File: src/rtl/backprop_layer_sequencer_pkg.sv
// Shared types and constants for the backprop layer sequencer.
// Optional feature macro: BACKPROP_SEQ_PERF_EN (stall cycle counter).
package backprop_pkg;

    typedef enum logic [1:0] {
        IDLE   = 2'd0,
        STREAM = 2'd1,
        DRAIN  = 2'd2,
        DONE   = 2'd3
    } seq_state_t;

    // Take-to-output latency: prep skew (size-1) plus systolic delay (size).
    function automatic int lat(input int size);
        return 2 * size - 1;
    endfunction

endpackage

File: src/rtl/backprop_layer_sequencer_if.sv
// Control/status bundle between the host side and the layer sequencer.
// Optional feature macro: BACKPROP_SEQ_PERF_EN adds stall_cycles.
interface backprop_layer_sequencer_if #(
    parameter int size       = 3,
    parameter int layers_max = 8
);
    localparam int num_w   = $clog2(layers_max + 1);
    localparam int layer_w = $clog2(layers_max);
    localparam int row_w   = $clog2(size);

    logic               start;
    logic [num_w-1:0]   num_layers;
    logic               abort;
    logic               row_ready;
    logic               row_take;
    logic               set_diff_act;
    logic               start_new_layer;
    logic [layer_w-1:0] layer_idx;
    logic               z_valid;
    logic [row_w-1:0]   z_row_idx;
    logic               busy;
    logic               done;
`ifdef BACKPROP_SEQ_PERF_EN
    logic [15:0]        stall_cycles;

    modport master (
        output start, num_layers, abort, row_ready,
        input  row_take, set_diff_act, start_new_layer, layer_idx,
               z_valid, z_row_idx, busy, done, stall_cycles
    );
    modport slave (
        input  start, num_layers, abort, row_ready,
        output row_take, set_diff_act, start_new_layer, layer_idx,
               z_valid, z_row_idx, busy, done, stall_cycles
    );
`else
    modport master (
        output start, num_layers, abort, row_ready,
        input  row_take, set_diff_act, start_new_layer, layer_idx,
               z_valid, z_row_idx, busy, done
    );
    modport slave (
        input  start, num_layers, abort, row_ready,
        output row_take, set_diff_act, start_new_layer, layer_idx,
               z_valid, z_row_idx, busy, done
    );
`endif
endinterface

File: src/rtl/backprop_layer_sequencer_valid_tracker.sv
// Tracks which datapath beats are real rows as they travel through the
// fixed-latency pipeline. A take enters stage 0 and emerges as z_valid
// exactly depth cycles later; bubbles travel as invalid entries.
module valid_tracker #(
    parameter int depth = 5,
    parameter int idx_w = 2
) (
    input  logic             clk,
    input  logic             reset,
    input  logic             flush,
    input  logic             in_valid,
    input  logic [idx_w-1:0] in_idx,
    output logic             z_valid,
    output logic [idx_w-1:0] z_row_idx,
    output logic             empty
);

    logic [depth-1:0] vld;
    logic [idx_w-1:0] idx [depth];

    // Shift the {valid, row} pairs one stage per cycle; flush drops everything in flight.
    always_ff @(posedge clk) begin
        if (reset || flush) begin
            vld <= '0;
            for (int i = 0; i < depth; i++) idx[i] <= '0;
        end else begin
            vld    <= {vld[depth-2:0], in_valid};
            idx[0] <= in_valid ? in_idx : '0;
            for (int i = 1; i < depth; i++) idx[i] <= idx[i-1];
        end
    end

    assign z_valid   = vld[depth-1];
    assign z_row_idx = idx[depth-1];
    // Nothing in flight behind the output stage: the beat now at the output
    // (if any) is the last one.
    assign empty     = ~|vld[depth-2:0];

endmodule

File: src/rtl/backprop_layer_sequencer.sv
// Backprop layer sequencer: streams size rows per layer into the
// diff_z_to_z datapath, waits for the pipeline to drain, repeats for
// num_layers layers, then pulses done.
// Optional feature macro: BACKPROP_SEQ_PERF_EN adds the stall_cycles counter.
//
// state  | meaning
// IDLE   | waiting for start
// STREAM | taking rows of the current layer as row_ready allows
// DRAIN  | all rows taken, waiting for the last beat to leave the pipeline
// DONE   | one-cycle completion pulse
module backprop_layer_sequencer
    import backprop_pkg::*;
#(
    parameter int data_size  = 16,
    parameter int size       = 3,
    parameter int layers_max = 8
) (
    input  logic                          clk,
    input  logic                          reset,
    backprop_layer_sequencer_if.slave     bus
);

    localparam int num_w     = $clog2(layers_max + 1);
    localparam int layer_w   = $clog2(layers_max);
    localparam int row_w     = $clog2(size);
    localparam int lat_depth = lat(size);

    if (size < 2 || data_size < 1) begin : g_param_check
        $error("backprop_layer_sequencer: size must be >= 2 and data_size >= 1");
    end

    seq_state_t         state;
    logic [row_w-1:0]   row_cnt;
    logic [layer_w-1:0] layer_idx;
    logic [num_w-1:0]   num_q;
    logic               busy_q;
    logic               done_q;
    logic               take;
    logic               first_row;
    logic               last_layer;
    logic               trk_empty;

    assign take       = (state == STREAM) && bus.row_ready;
    assign first_row  = take && (row_cnt == '0);
    assign last_layer = (num_w'(layer_idx) + num_w'(1)) == num_q;

    // Sequencing FSM with registered layer index, busy and done.
    always_ff @(posedge clk) begin
        if (reset) begin
            state     <= IDLE;
            row_cnt   <= '0;
            layer_idx <= '0;
            num_q     <= '0;
            busy_q    <= 1'b0;
            done_q    <= 1'b0;
        end else if (bus.abort) begin
            state     <= IDLE;
            row_cnt   <= '0;
            layer_idx <= '0;
            busy_q    <= 1'b0;
            done_q    <= 1'b0;
        end else begin
            done_q <= 1'b0;
            case (state)
                IDLE: begin
                    if (bus.start) begin
                        num_q     <= bus.num_layers;
                        layer_idx <= '0;
                        row_cnt   <= '0;
                        busy_q    <= 1'b1;
                        if (bus.num_layers == '0) begin
                            state  <= DONE;
                            done_q <= 1'b1;
                        end else begin
                            state <= STREAM;
                        end
                    end
                end
                STREAM: begin
                    if (take) begin
                        if (row_cnt == row_w'(size - 1)) begin
                            row_cnt <= '0;
                            state   <= DRAIN;
                        end else begin
                            row_cnt <= row_cnt + row_w'(1);
                        end
                    end
                end
                DRAIN: begin
                    if (trk_empty) begin
                        if (last_layer) begin
                            state  <= DONE;
                            done_q <= 1'b1;
                        end else begin
                            layer_idx <= layer_idx + layer_w'(1);
                            row_cnt   <= '0;
                            state     <= STREAM;
                        end
                    end
                end
                DONE: begin
                    state     <= IDLE;
                    busy_q    <= 1'b0;
                    layer_idx <= '0;
                end
                default: state <= IDLE;
            endcase
        end
    end

    valid_tracker #(
        .depth (lat_depth),
        .idx_w (row_w)
    ) u_tracker (
        .clk       (clk),
        .reset     (reset),
        .flush     (bus.abort),
        .in_valid  (take),
        .in_idx    (row_cnt),
        .z_valid   (bus.z_valid),
        .z_row_idx (bus.z_row_idx),
        .empty     (trk_empty)
    );

    assign bus.row_take        = take;
    assign bus.set_diff_act    = first_row;
    assign bus.start_new_layer = first_row;
    assign bus.layer_idx       = layer_idx;
    assign bus.busy            = busy_q;
    assign bus.done            = done_q;

`ifdef BACKPROP_SEQ_PERF_EN
    logic [15:0] stall_q;

    // Saturating count of STREAM cycles with no row available; restarts per pass.
    always_ff @(posedge clk) begin
        if (reset) begin
            stall_q <= '0;
        end else if (state == IDLE && bus.start && !bus.abort) begin
            stall_q <= '0;
        end else if (state == STREAM && !bus.row_ready && stall_q != 16'hFFFF) begin
            stall_q <= stall_q + 16'd1;
        end
    end

    assign bus.stall_cycles = stall_q;
`endif

endmodule

File: src/flat_wrapper.sv
// flat-port wrapper written by rule: the top's interface ports become plain ports
module backprop_layer_sequencer_flat import backprop_pkg::*;
#(
    parameter int data_size  = 16,
    parameter int size       = 3,
    parameter int layers_max = 8
)
  (clk, reset, bus_start, bus_num_layers, bus_abort, bus_row_ready, bus_row_take, bus_set_diff_act, bus_start_new_layer, bus_layer_idx, bus_z_valid, bus_z_row_idx, bus_busy, bus_done);
  backprop_layer_sequencer_if #(.size(size), .layers_max(layers_max)) bus_i ();
  input  logic clk;
  input  logic reset;
  input wire logic [$bits(bus_i.start)-1:0] bus_start;
  input wire logic [$bits(bus_i.num_layers)-1:0] bus_num_layers;
  input wire logic [$bits(bus_i.abort)-1:0] bus_abort;
  input wire logic [$bits(bus_i.row_ready)-1:0] bus_row_ready;
  output wire logic [$bits(bus_i.row_take)-1:0] bus_row_take;
  output wire logic [$bits(bus_i.set_diff_act)-1:0] bus_set_diff_act;
  output wire logic [$bits(bus_i.start_new_layer)-1:0] bus_start_new_layer;
  output wire logic [$bits(bus_i.layer_idx)-1:0] bus_layer_idx;
  output wire logic [$bits(bus_i.z_valid)-1:0] bus_z_valid;
  output wire logic [$bits(bus_i.z_row_idx)-1:0] bus_z_row_idx;
  output wire logic [$bits(bus_i.busy)-1:0] bus_busy;
  output wire logic [$bits(bus_i.done)-1:0] bus_done;
  assign bus_i.start = bus_start;
  assign bus_i.num_layers = bus_num_layers;
  assign bus_i.abort = bus_abort;
  assign bus_i.row_ready = bus_row_ready;
  assign bus_row_take = bus_i.row_take;
  assign bus_set_diff_act = bus_i.set_diff_act;
  assign bus_start_new_layer = bus_i.start_new_layer;
  assign bus_layer_idx = bus_i.layer_idx;
  assign bus_z_valid = bus_i.z_valid;
  assign bus_z_row_idx = bus_i.z_row_idx;
  assign bus_busy = bus_i.busy;
  assign bus_done = bus_i.done;
  backprop_layer_sequencer #(.data_size(data_size), .size(size), .layers_max(layers_max)) u_core (.clk(clk), .reset(reset), .bus(bus_i));
endmodule
File: config.mk
export PLATFORM = sky130hd
export DESIGN_NAME = backprop_layer_sequencer_flat
export DESIGN_NICKNAME = d
export VERILOG_FILES = /design/src/rtl/backprop_layer_sequencer_pkg.sv /design/src/rtl/backprop_layer_sequencer_if.sv /design/src/rtl/backprop_layer_sequencer_valid_tracker.sv /design/src/rtl/backprop_layer_sequencer.sv /design/src/flat_wrapper.sv
export SDC_FILE = /design/constraint.sdc
export NUM_CORES = 1
export LEC_CHECK = 0
export CAP_MARGIN = 20
export CORE_ASPECT_RATIO = 0.9
export CORE_UTILIZATION = 40
export DETAILED_ROUTE_END_ITERATION = 10
export GPL_ROUTABILITY_DRIVEN = 0
export PLACE_DENSITY = 0.65
export SETUP_SLACK_MARGIN = 0.4
export SYNTH_ARGS = -nofsm -noshare
export SYNTH_HDL_FRONTEND = slang
export SYNTH_HIERARCHICAL = 1
export SYNTH_SLANG_ARGS = --single-unit
File: constraint.sdc
create_clock -name clk -period 1.85 [get_ports clk]
set_input_delay 0.37 -clock clk [delete_from_list [all_inputs] [get_ports clk]]
set_output_delay 0.37 -clock clk [all_outputs]
set_load 0.01 [all_outputs]
# Word-level counts from Yosys, hierarchy flattened
# Memory sizes are Yosys's and may differ from the RTL's.
# Cells that the tools add are included.
# W data, S select, Z words.
# word_totals
mem_bits_rw,10
reg_bits,18
wordCells,76
n_memories,1
input_bits,9
out_inout_bits,11
# op_classes
reduce_logical,16
muxes,33
bitwise_logic,6
eq_ne,10
addsub,3
# mem_list
memory,words,word_bits,rd,rd_ports_with_merged_regs,write_ports,line_no,rtl
u_core.u_tracker.idx,5,2,5,0,5,backprop_layer_sequencer_valid_tracker.sv:19,logic [idx_w-1:0] idx [depth];
# ops
operator,n
$mux W2,17
$mux W3,3
$pmux W3 S3,1
$mux W1,8
$ne A2 B2 Y1 const B,4
$pmux W2 S4,1
$reduce_and A4 Y1,2
$eq A2 B2 Y1 const B,3
$pmux W2 S3,1
$reduce_bool A3 Y1,2
$or A1 B1 Y1,5
$reduce_and A5 Y1,1
$add A3 B1 Y4 const B,1
$eq A4 B4 Y1,1
$logic_not A2 Y1,2
$logic_not A4 Y1,1
$pmux W1 S2,2
$reduce_or A4 Y1,1
$add A3 B1 Y3 const B,1
$reduce_and A3 Y1,1
$add A2 B1 Y2 const B,1
$eq A2 B1 Y1 const B,1
$logic_and A1 B1 Y1,2
$ne A2 B1 Y1 const B,1
other kinds (5),5

# Logic depth before layout (Yosys ltp)
# Gate-level depths: netlist of the first run.
# logic_depth
ltp_word,5
depth_mapped,6

# By module
# The synthesis of the first run kept the hierarchy.
# by_module_without_submodules
mod,area_per_inst_um2,cells_per_inst,seq_area_each_um2,instances
backprop_layer_sequencer,695.7,81,260.2,1
valid_tracker,516.7,35,300.3,1

# Worst setup path before layout of the first run
# Ideal clock, no wire load.
# synth_timing
kind,register to register
startpoint,reg u_core.layer_idx[0] (netlist: u_core/bus.layer_idx[0])
endpoint,reg u_core.row_cnt[1]
setup_ps,70
path_stages_with_launch,7
n_path_buf,0
arrival_ps,1723
slack_ps,57
path_cell_list,dfxtp_1 -> ha_1 -> xor2_1 -> nor3_1 -> a2bb2oi_2 -> or4_1 -> a21oi_1
# synth_via
elab_chain_len,4
# synth_lines
element,line_no,rtl
"start, declared",backprop_layer_sequencer.sv:34,logic [layer_w-1:0] layer_idx;
"start signal, assigned",backprop_layer_sequencer.sv:95,layer_idx <= layer_idx + layer_w'(1);
$add A3 B1 Y4,backprop_layer_sequencer.sv:45,assign last_layer = (num_w'(layer_idx) + num_w'(1)) == num_q;
$eq A4 B4 Y1,backprop_layer_sequencer.sv:45,
$ne A2 B2 Y1 (no source line),n/a,
$reduce_and A5 Y1 (no source line),n/a,
"end signal, assigned",backprop_layer_sequencer.sv:85,row_cnt <= row_cnt + row_w'(1);
"end, declared",backprop_layer_sequencer.sv:33,logic [row_w-1:0] row_cnt;
# Every way passes these cells.
# A chain may end at the register's enable or synchronous reset.

# Worst setup path after layout of the first run
# layout_timing
startpoint,reg u_core.layer_idx[0] (netlist: u_core/bus.layer_idx[0])
endpoint,reg u_core.layer_idx[0] (netlist: u_core/bus.layer_idx[0])
# layout_via
elab_chain_len,4
elab_cells_between_ends,8
# layout_lines
element,line_no
$add A3 B1 Y4 / $add A3 B1 Y3 (equally long branches),"backprop_layer_sequencer.sv:45, backprop_layer_sequencer.sv:95"
$eq A4 B4 Y1 / $mux W3 (equally long branches),"backprop_layer_sequencer.sv:45, backprop_layer_sequencer.sv:91"
$ne A2 B2 Y1 (no source line) / $mux W3 (equally long branches),n/a
$reduce_and A4 Y1 (no source line) / $pmux W3 S3 (equally long branches),n/a
# Several ways; a longest one is shown, not always the timed one. The select of a mux whose other input is x is not followed.

==> results of run 1 <==
[Yosys cell counts, types with 2 or more instances]
library cell,count,area share (%)
mux2i_1,4,3.3
o21ai_0,5,2.1
nor3_1,3,1.2
a21oi_1,6,2.5
dfxtp_1,28,46
nand4_1,2,1.0
nor3b_2,11,11
nand2_1,4,1.2
nand3b_1,2,1.2
o21a_1,2,1.2
nor4_1,2,1.0
and4bb_2,2,2.1
nor2_1,10,3.1
buf_6,2,1.9
inv_1,4,1.2
buf_4,4,2.5
or4_1,2,1.2
nor3b_1,3,1.9
xor2_1,2,1.4
[power by group]
part	switching [mW]	internal [mW]
clock network	0.180	0.165
registers	0.0118	0.610
logic	0.0951	0.0989
total	0.287	0.874
[layout make-up]
cell class / instances / area [sq um]
multi-input combinational: 78 / 741
tap: 40 / 50.0
sequential: 28 / 577
inverter: 4 / 15.0
clock buffer: 4 / 47.5
fill: 247 / 1080
timing repair buffer: 36 / 305
[through the flow]
stage          utilization (%)  worst slack [ns]  hold slack, ns
6_report                  61.6             0.151           0.471
5_1_grt                   61.6            0.0912           0.496
4_1_cts                   59.3             0.168           0.472
3_5_place_dp              54.2            -0.221           0.453
3_3_place_gp              54.2            -0.200           0.446
2_1_floorplan                -             0.247           0.438
[flip-flops by register name, indices dropped and copies added (netlist names)]
signal / cells
u_core/u_tracker/vld: 5
u_core/bus.done: 1
u_core/bus.busy: 1
u_core/bus.layer_idx: 3
u_core/num_q: 4
u_core/state: 2
u_core/row_cnt: 2
u_core/u_tracker/idx: 10
[worst max-delay path, cell delays in order, from the launching register on]
cell and delay (ns):
dfxtp_4 0.39, ha_4 0.29, xor2_4 0.17, nor3_4 0.08
a2bb2oi_4 0.17, or3_2 0.43, a21oi_2 0.12
[metal layers]
| layer | track usage [%] | part of all wire, % | up-vias |
|---|---|---|---|
| met5 | 0 | 0 | - |
| met4 | 6.59 | 0.52 | 0 |
| met3 | 3.78 | 2.6 | 2 |
| met2 | 32.0 | 51 | 14 |
| met1 | 22.8 | 46 | 454 |
| li1 | - | - | 481 |
[worst min path at each step]
stage                                          start                               endpoint  depth (start not counted)
2_1_floorplan  u_core/u_tracker/idx[0][7]$_SDFF_PP0_  u_core/u_tracker/idx[0][9]$_SDFF_PP0_                          1
3_3_place_gp   u_core/u_tracker/idx[0][5]$_SDFF_PP0_  u_core/u_tracker/idx[0][7]$_SDFF_PP0_                          1
3_5_place_dp   u_core/u_tracker/idx[0][7]$_SDFF_PP0_  u_core/u_tracker/idx[0][9]$_SDFF_PP0_                          1
4_1_cts        u_core/u_tracker/idx[0][7]$_SDFF_PP0_  u_core/u_tracker/idx[0][9]$_SDFF_PP0_                          1
5_1_grt        u_core/u_tracker/idx[0][0]$_SDFF_PP0_  u_core/u_tracker/idx[0][2]$_SDFF_PP0_                          1
6_report       u_core/u_tracker/idx[0][7]$_SDFF_PP0_  u_core/u_tracker/idx[0][9]$_SDFF_PP0_                          1
[timing repair]
action / 4_1_cts / 5_1_grt
setup endpoints to repair: 22 / 15
gates resized for setup: 42 / 10
pin swaps: 9 / 5
setup buffers: 3 / 2
endpoints found under the hold margin: 0 / 0
hold buffers: 0 / 0
gates cloned: 1 / 0
[logic make-up (layout without fill, tap and decap cells)]
family | after synthesis | after routing | share of synthesized area, %
and+or+nand+nor | 46 | 46 | 28.3
DFF | 28 | 28 | 46.2
AOI/OAI and AO/OA | 23 | 24 | 13.1
adders and majority gates | 1 | 1 | 1.03
buffers and inverters | 11 | 44 | 5.88
muxes | 4 | 4 | 3.30
xor gates and xnor gates | 3 | 3 | 2.17
==> flow_metrics.env, run 1 <==
export IMPL_status="completed"
export IMPL_postRouteWirelength_um=2710
export IMPL_p_per_area_mw_per_mm2=669
export IMPL_worst_slew_pin_slew_ns=0.434
export IMPL_syn_to_final_growth_pct=43.1
export IMPL_cts_buffers=3
export IMPL_wl_per_cell_um=14.3
export IMPL_r2r_cells=6
export IMPL_core_sq_mm=0.00282
export IMPL_dieHeight_um=54.2
export IMPL_grt_pass1_wl_um=4360
export IMPL_place_inst=180
export IMPL_ys_ff_latch=28
export IMPL_fin_area_sq_mm=0.00174
export IMPL_crit_type="reg2reg"
export IMPL_layout_common_cells="21 x dfxtp_1, 15 x buf_4, 11 x nor3b_2"
export IMPL_grt_remaining_overflow=0
export IMPL_nNetsFinal=161
export IMPL_rsz0062_at_grt="yes"
export IMPL_dr_pass1_iters=4
export IMPL_synth_edf_count=0
export IMPL_grt_total_usage_pct=18.5
export IMPL_async_reset_ff_share_pct=0
export IMPL_synth_warnings=6
export IMPL_die_width_um=60.0
export IMPL_cts_root_buffer="clkbuf_4"
export IMPL_grt_pass1_vias=959
export IMPL_ctsHtreeMaxLevel=1
export IMPL_startpoint="u_core/bus.layer_idx[0]$_SDFFE_PP0P_"
export IMPL_yosysUniqueCellTypes=37
export IMPL_drt_antenna_violating_nets=0
export IMPL_synth_cells=116
export IMPL_finalMaxSlewViolations=0
export IMPL_grt_antenna_before_repair=0
export IMPL_diodes=0
export IMPL_reg2reg_from="u_core/bus.layer_idx[0]$_SDFFE_PP0P_"
export IMPL_stdcell_count=190
export IMPL_clk_latency_ns=0.33
export IMPL_max_cap_violations=0
export IMPL_synth_nets=126
export IMPL_clock_fmax_mhz=588
export IMPL_timing_final_hold_violations=0
export IMPL_synth_main_ff_cell="dfxtp_1"
export IMPL_cts_sinks=28
export IMPL_route_detailed_drc=0
export IMPL_initial_core_util_pct=43.1
export IMPL_via_per_inst=5.01
export IMPL_report_power_total_mw=1.16
export IMPL_io_pins=20
export IMPL_crit_required_ns=2.12
export IMPL_drt_initial_drc_count=43
export IMPL_num_rows=18
export IMPL_crit_path_max_fanout=5
export IMPL_fin_crit_ns=1.70
export IMPL_die_area_sq_mm=0.00326
export IMPL_setup_viol=0
export IMPL_finalSetupTns_ns=0
export IMPL_slew_headroom_pct=70.8
export IMPL_fin_skew_ns=0.00989
export IMPL_io_buffers=19
export IMPL_syn_area_sq_mm=0.00121
export IMPL_clockBufferDepth=2
export IMPL_drive_gt1_share_pct=44.0
export IMPL_layout_commonest_cell="dfxtp_1"
export IMPL_p_leak_nw=0.669
export IMPL_hpwl_um=1790
export IMPL_ir_drop_mv=0.381
export IMPL_hold_path_class="reg2reg"
export IMPL_grt_max_degree=20
export IMPL_clkTransAtPathRegs_ns=0.15
export IMPL_vias=951
export IMPL_worstPathArrival_ns=1.97
export IMPL_cts_tree="built"
export IMPL_postPlaceCellArea_sq_mm=0.00153
export IMPL_crit_end="u_core/bus.layer_idx[0]$_SDFFE_PP0P_"
export IMPL_seq_area_frac_synth_pct=46.2
export IMPL_syn_avg_cell_area_sq_um=10.5
export IMPL_finalCritPeriodShare_pct=91.9
export IMPL_reg2reg_slack_ns=0.15
export IMPL_crit_path_start_kind="flop"
export IMPL_cp_end_kind="flop"
export IMPL_r2r_end="u_core/bus.layer_idx[0]$_SDFFE_PP0P_"
Note: power is estimated with default switching activity, not from simulation.
==> run 2, diff against run 1 <==
--- a/config.mk
+++ b/config.mk
@@ -9,8 +9,9 @@
 export CORE_ASPECT_RATIO = 0.9
 export CORE_UTILIZATION = 40
 export DETAILED_ROUTE_END_ITERATION = 10
-export GPL_ROUTABILITY_DRIVEN = 0
+export GPL_ROUTABILITY_DRIVEN = 1
 export PLACE_DENSITY = 0.65
+export RECOVER_POWER = 25
 export SETUP_SLACK_MARGIN = 0.4
 export SYNTH_ARGS = -nofsm -noshare
 export SYNTH_HDL_FRONTEND = slang
==> run 2 against run 1 <==
Sequential power barely moved. Routed wire length decreased by 0.15%. Non-clock buffer count unchanged. Largest power group unchanged.
==> flow_metrics.env, run 2 (same netlist as run 1, synthesis figures left out) <==
export IMPL_status="completed"
export IMPL_reg_top3="u_core/u_tracker/idx: 10 flops, u_core/u_tracker/vld: 5 flops, u_core/num_q: 4 flops"
export IMPL_initial_core_util_pct=43.1
export IMPL_diodes=0
export IMPL_crit_path_start_kind="flop"
export IMPL_crit_path_max_fanout=5
export IMPL_finalSetupTns_ns=0
export IMPL_grt_busiest_layer="met2"
export IMPL_crit_type="reg2reg"
export IMPL_ir_drop_mv=0.381
export IMPL_io_buffers=19
export IMPL_grt_pass1_vias=959
export IMPL_report_power_total_mw=1.16
export IMPL_layout_common_cells="21 x dfxtp_1, 14 x buf_4, 10 x nor3b_1"
export IMPL_wl_per_cell_um=14.3
export IMPL_multi_input_area_sq_um=706
export IMPL_use_met1_pct=22.8
export IMPL_grt_remaining_overflow=0
export IMPL_rsz0062_at_grt="yes"
export IMPL_cts_root_buffer="clkbuf_4"
export IMPL_largest_register="u_core/u_tracker/idx"
export IMPL_timing_final_hold_violations=0
export IMPL_ctsHtreeMaxLevel=1
export IMPL_cp_end_kind="flop"
export IMPL_seq_area_sq_um=577
export IMPL_dr_pass1_iters=4
export IMPL_fillers=253
export IMPL_finalMaxSlewViolations=0
export IMPL_cts_tree="built"
export IMPL_fin_crit_ns=1.70
export IMPL_die_area_sq_mm=0.00326
export IMPL_clkTransAtPathRegs_ns=0.16
export IMPL_p_leak_nw=0.657
export IMPL_hpwl_um=1790
export IMPL_nNetsFinal=161
export IMPL_grt_pass1_wl_um=4360
export IMPL_hold_path_startpoint="u_core/u_tracker/idx[0][1]$_SDFF_PP0_"
export IMPL_num_rows=18
export IMPL_syn_to_final_growth_pct=39.9
export IMPL_worstPathArrival_ns=1.97
export IMPL_worst_slew_pin_slew_ns=0.643
export IMPL_grt_antenna_before_repair=0
export IMPL_finalCritPeriodShare_pct=91.9
export IMPL_vias=955
export IMPL_fin_skew_ns=0.0105
export IMPL_reg2reg_slack_ns=0.15
export IMPL_reg2reg_from="u_core/u_tracker/vld[3]$_SDFF_PP0_"
export IMPL_via_per_inst=5.03
export IMPL_grt_max_degree=20
export IMPL_p_per_area_mw_per_mm2=683
export IMPL_route_detailed_drc=0
export IMPL_dieHeight_um=54.2
export IMPL_postRouteWirelength_um=2710
export IMPL_layout_commonest_cell="dfxtp_1"
export IMPL_clockBufferDepth=2
export IMPL_drt_antenna_violating_nets=0
export IMPL_die_width_um=60.0
export IMPL_clock_fmax_mhz=588
export IMPL_io_pins=20
export IMPL_crit_required_ns=2.12
export IMPL_whs_ns=0.470
export IMPL_clk_latency_ns=0.33
export IMPL_cts_buffers=3
export IMPL_cts_sinks=28
export IMPL_largest_reg_flops=10
export IMPL_hold_path_class="reg2reg"
export IMPL_drt_initial_drc_count=44
export IMPL_startpoint="u_core/u_tracker/vld[3]$_SDFF_PP0_"
export IMPL_routabilityCongestion=0.761
export IMPL_slew_headroom_pct=57.1
export IMPL_core_sq_mm=0.00282
export IMPL_drive_gt1_share_pct=38.7
export IMPL_max_cap_violations=0
export IMPL_grtUsageMet2_pct=32.0
export IMPL_grtUsageMet3_pct=3.78
export IMPL_setup_viol=0
export IMPL_grt_total_usage_pct=18.5
[run 2: worst paths after layout]
kind,endpoint,cells past startpoint
max,u_core/bus.layer_idx[0]$_SDFFE_PP0P_,6
min,u_core/u_tracker/idx[0][3]$_SDFF_PP0_,1
max reg2reg,u_core/bus.layer_idx[0]$_SDFFE_PP0P_,6
min reg2reg,u_core/u_tracker/idx[0][3]$_SDFF_PP0_,1
[run 2: power breakdown]
group          switching [mW]  total [mW]  internal (mW)
clock                   0.182       0.348          0.165
combinational          0.0922       0.190         0.0974
sequential             0.0118       0.622          0.610
[run 2: layer usage]
metal,vias up,wire length (um)
met4,0,34
met2,17,1350
met1,453,1240
li1,480,-
met3,5,74
met5,-,0
[run 2: what timing repair did]
action,in CTS,in global routing
resized for setup,42,10
hold buffers,0,0
setup endpoints to repair,22,15
cloned,1,0
pin swaps,9,5
setup buffers,3,2
[run 2: critical path: stages, from the launching register on]
cell and delay [ns]:
dfxtp_2 0.36, nor4_4 0.28, a21o_2 0.21, o32a_4 0.19, a2bb2oi_4 0.07, or3_2 0.43
a21oi_2 0.12
[run 2: area by class of cell]
| type | count | share of cell area [%] |
|---|---|---|
| clock buffer | 4 | 2.80 |
| inverter | 4 | 0.885 |
| multi-input combinational | 78 | 41.6 |
| sequential | 28 | 34.0 |
| tap | 40 | 2.95 |
| timing repair buffer | 36 | 17.8 |
[run 2: metrics by stage]
step | util (%) | std cells | worst slack (ns) | instance area [sq um]
2_1_floorplan | - | 116 | 0.247 | 1250
3_3_place_gp | 54.2 | 180 | -0.200 | 1530
3_5_place_dp | 54.2 | 180 | -0.221 | 1530
4_1_cts | 59.3 | 188 | 0.168 | 1670
5_1_grt | 60.3 | 190 | 0.0912 | 1700
6_report | 60.3 | 190 | 0.150 | 1700
==> run 3, diff against run 2 <==
--- a/config.mk
+++ b/config.mk
@@ -11,7 +11,7 @@
 export DETAILED_ROUTE_END_ITERATION = 10
 export GPL_ROUTABILITY_DRIVEN = 1
 export PLACE_DENSITY = 0.65
-export RECOVER_POWER = 25
+export RECOVER_POWER = 50
 export SETUP_SLACK_MARGIN = 0.4
 export SYNTH_ARGS = -nofsm -noshare
 export SYNTH_HDL_FRONTEND = slang
==> run 3 against run 2 <==
Cell area down 0.30%. Critical path depth is the same. Core utilization shrank 0.18 points. Power barely moved. Setup slack worse by 0.0038 ns. First-iteration DRC count decreased by 6.8%. Die area unchanged. Clock-buffer cell count is the same. Critical path type unchanged. Critical endpoint unchanged. Largest cell class unchanged.
==> flow_metrics.env, run 3 (same netlist as run 1, synthesis figures left out) <==
export IMPL_p_leak_nw=0.655
export IMPL_vias=956
export IMPL_initial_core_util_pct=43.1
export IMPL_finalMaxSlewViolations=0
export IMPL_crit_path_start_kind="flop"
export IMPL_fin_skew_ns=0.0103
export IMPL_status="completed"
export IMPL_hold_path_end="u_core/u_tracker/idx[0][3]$_SDFF_PP0_"
export IMPL_cts_root_buffer="clkbuf_4"
export IMPL_crit_type="reg2reg"
export IMPL_hold_path_class="reg2reg"
export IMPL_topRoutingLayerUsed="met4"
export IMPL_swShare_pct=24.7
export IMPL_ir_drop_mv=0.381
export IMPL_ctsHtreeMaxLevel=1
export IMPL_hold_path_startpoint="u_core/u_tracker/idx[0][1]$_SDFF_PP0_"
export IMPL_place_ws_ns=-0.221
export IMPL_die_area_sq_mm=0.00326
export IMPL_dr_pass1_iters=4
export IMPL_via_per_inst=5.03
export IMPL_core_sq_mm=0.00282
export IMPL_die_width_um=60.0
export IMPL_grt_pass1_wl_um=4360
export IMPL_met1_length_um=1260
export IMPL_dieHeight_um=54.2
export IMPL_rsz0062_at_grt="yes"
export IMPL_drt_antenna_violating_nets=0
export IMPL_worstPathArrival_ns=1.97
export IMPL_max_cap_violations=0
export IMPL_crit_path_max_fanout=5
export IMPL_route_met3_wl_um=74
export IMPL_cp_end_kind="flop"
export IMPL_clockBufferDepth=2
export IMPL_power_share_clock_pct=30.0
export IMPL_postRouteWirelength_um=2720
export IMPL_crit_required_ns=2.12
export IMPL_postCtsHoldBufs=0
export IMPL_drive_gt1_share_pct=37.3
export IMPL_fin_crit_ns=1.70
export IMPL_cts_tree="built"
export IMPL_wl_per_cell_um=14.3
export IMPL_largest_register="u_core/u_tracker/idx"
export IMPL_clkTransAtPathRegs_ns=0.15
export IMPL_route_detailed_drc=0
export IMPL_grt_pass1_vias=959
export IMPL_setup_viol=0
export IMPL_io_buffers=19
export IMPL_layout_common_cells="21 x dfxtp_1, 14 x buf_4, 11 x nor3b_1"
export IMPL_layout_commonest_cell="dfxtp_1"
export IMPL_finalCritPeriodShare_pct=92.1
export IMPL_p_per_area_mw_per_mm2=685
export IMPL_reg2reg_slack_ns=0.15
export IMPL_num_rows=18
export IMPL_power_share_combinational_pct=16.3
export IMPL_p_int_mw=0.873
export IMPL_fillers=254
export IMPL_grt_remaining_overflow=0
export IMPL_syn_to_final_growth_pct=39.5
export IMPL_routabilityCongestion=0.761
export IMPL_reg2reg_from="u_core/u_tracker/vld[3]$_SDFF_PP0_"
export IMPL_clock_fmax_mhz=587
export IMPL_clk_latency_ns=0.33
export IMPL_nNetsFinal=161
export IMPL_worst_slack_ns=0.146
export IMPL_worst_slew_pin_slew_ns=0.640
export IMPL_grt_antenna_before_repair=0
export IMPL_timing_final_hold_violations=0
export IMPL_diodes=0
export IMPL_drt_initial_drc_count=41
export IMPL_seqPwrFrac_pct=53.7
export IMPL_grt_total_usage_pct=18.5
export IMPL_r2r_end="u_core/bus.layer_idx[0]$_SDFFE_PP0P_"
export IMPL_grt_max_degree=20
export IMPL_place_inst=180
export IMPL_largest_reg_flops=10
export IMPL_stdcell_count=190
export IMPL_hpwl_um=1790
export IMPL_met2WireLength_um=1360
export IMPL_slew_headroom_pct=57.4
export IMPL_r2r_cells=6
export IMPL_cts_sinks=28
export IMPL_reg_top3="u_core/u_tracker/idx: 10 flops, u_core/u_tracker/vld: 5 flops, u_core/num_q: 4 flops"
export IMPL_io_pins=20
export IMPL_holdPathStages=1
export IMPL_p_sw_mw=0.286
export IMPL_cts_buffers=3
run 3: cell type report:
| class | instances | area (sq um) | share of cell area, % |
|---|---|---|---|
| multi-input cells | 78 | 701 | 41.4 |
| flip-flops and latches | 28 | 577 | 34.1 |
| repair buffers | 36 | 302 | 17.8 |
| well taps | 40 | 50.0 | 2.96 |
| clock buffers | 4 | 47.5 | 2.81 |
| inverters | 4 | 15.0 | 0.888 |
run 3: worst max-delay path: stages, from the launching register on:
cell	delay (ns)
dfxtp_2	0.36
nor4_4	0.28
a21o_2	0.21
o32a_4	0.19
a2bb2oi_4	0.07
or3_2	0.43
a21oi_2	0.12
run 3: stage by stage:
stage                     hold slack (ns)  power (mW)  cell area (sq um)  utilization [%]  setup TNS [ns]
after global placement              0.446       0.781               1530             54.2          -0.585
after CTS                           0.472        1.15               1670             59.3               0
after floorplan                     0.438       0.717               1250                -               0
after detailed placement            0.453       0.785               1530             54.2          -0.710
final                               0.470        1.16               1690             60.1               0
after global routing                0.488        1.21               1690             60.1               0
run 3: routing by layer:
metal	vias up	track usage [%]
li1	480	-
met1	454	22.8
met2	17	32.0
met3	5	3.78
met4	0	6.59
met5	-	0
run 3: repair_timing:
action / in CTS / in global routing
gates cloned: 1 / 0
resized for setup: 42 / 10
setup endpoints to repair: 22 / 15
buffers inserted: 3 / 2
pin swaps: 9 / 5
run 3: worst max path at each step:
stage	start	slack, ns	endpoint	cells after the start
finish	u_core/u_tracker/vld[3]$_SDFF_PP0_	0.15	u_core/bus.layer_idx[0]$_SDFFE_PP0P_	6
global route	u_core/u_tracker/vld[3]$_SDFF_PP0_	0.09	u_core/bus.layer_idx[0]$_SDFFE_PP0P_	6
CTS	u_core/u_tracker/vld[3]$_SDFF_PP0_	0.17	u_core/bus.layer_idx[0]$_SDFFE_PP0P_	6
detailed placement	bus_row_ready	-0.22	bus_set_diff_act	4
global placement	bus_row_ready	-0.20	bus_set_diff_act	4
floorplan	u_core/bus.layer_idx[0]$_SDFFE_PP0P_	0.25	u_core/row_cnt[1]$_SDFFE_PP0P_	6
run 3: power groups by stage:
| stage | registers (mW) | clock network [mW] | logic, mW |
|---|---|---|---|
| 6_report | 0.622 | 0.347 | 0.189 |
| 3_5_place_dp | 0.634 | 0 | 0.151 |
| 4_1_cts | 0.620 | 0.352 | 0.177 |
| 5_1_grt | 0.624 | 0.382 | 0.201 |
| 2_1_floorplan | 0.633 | 0 | 0.0837 |
| 3_3_place_gp | 0.633 | 0 | 0.148 |
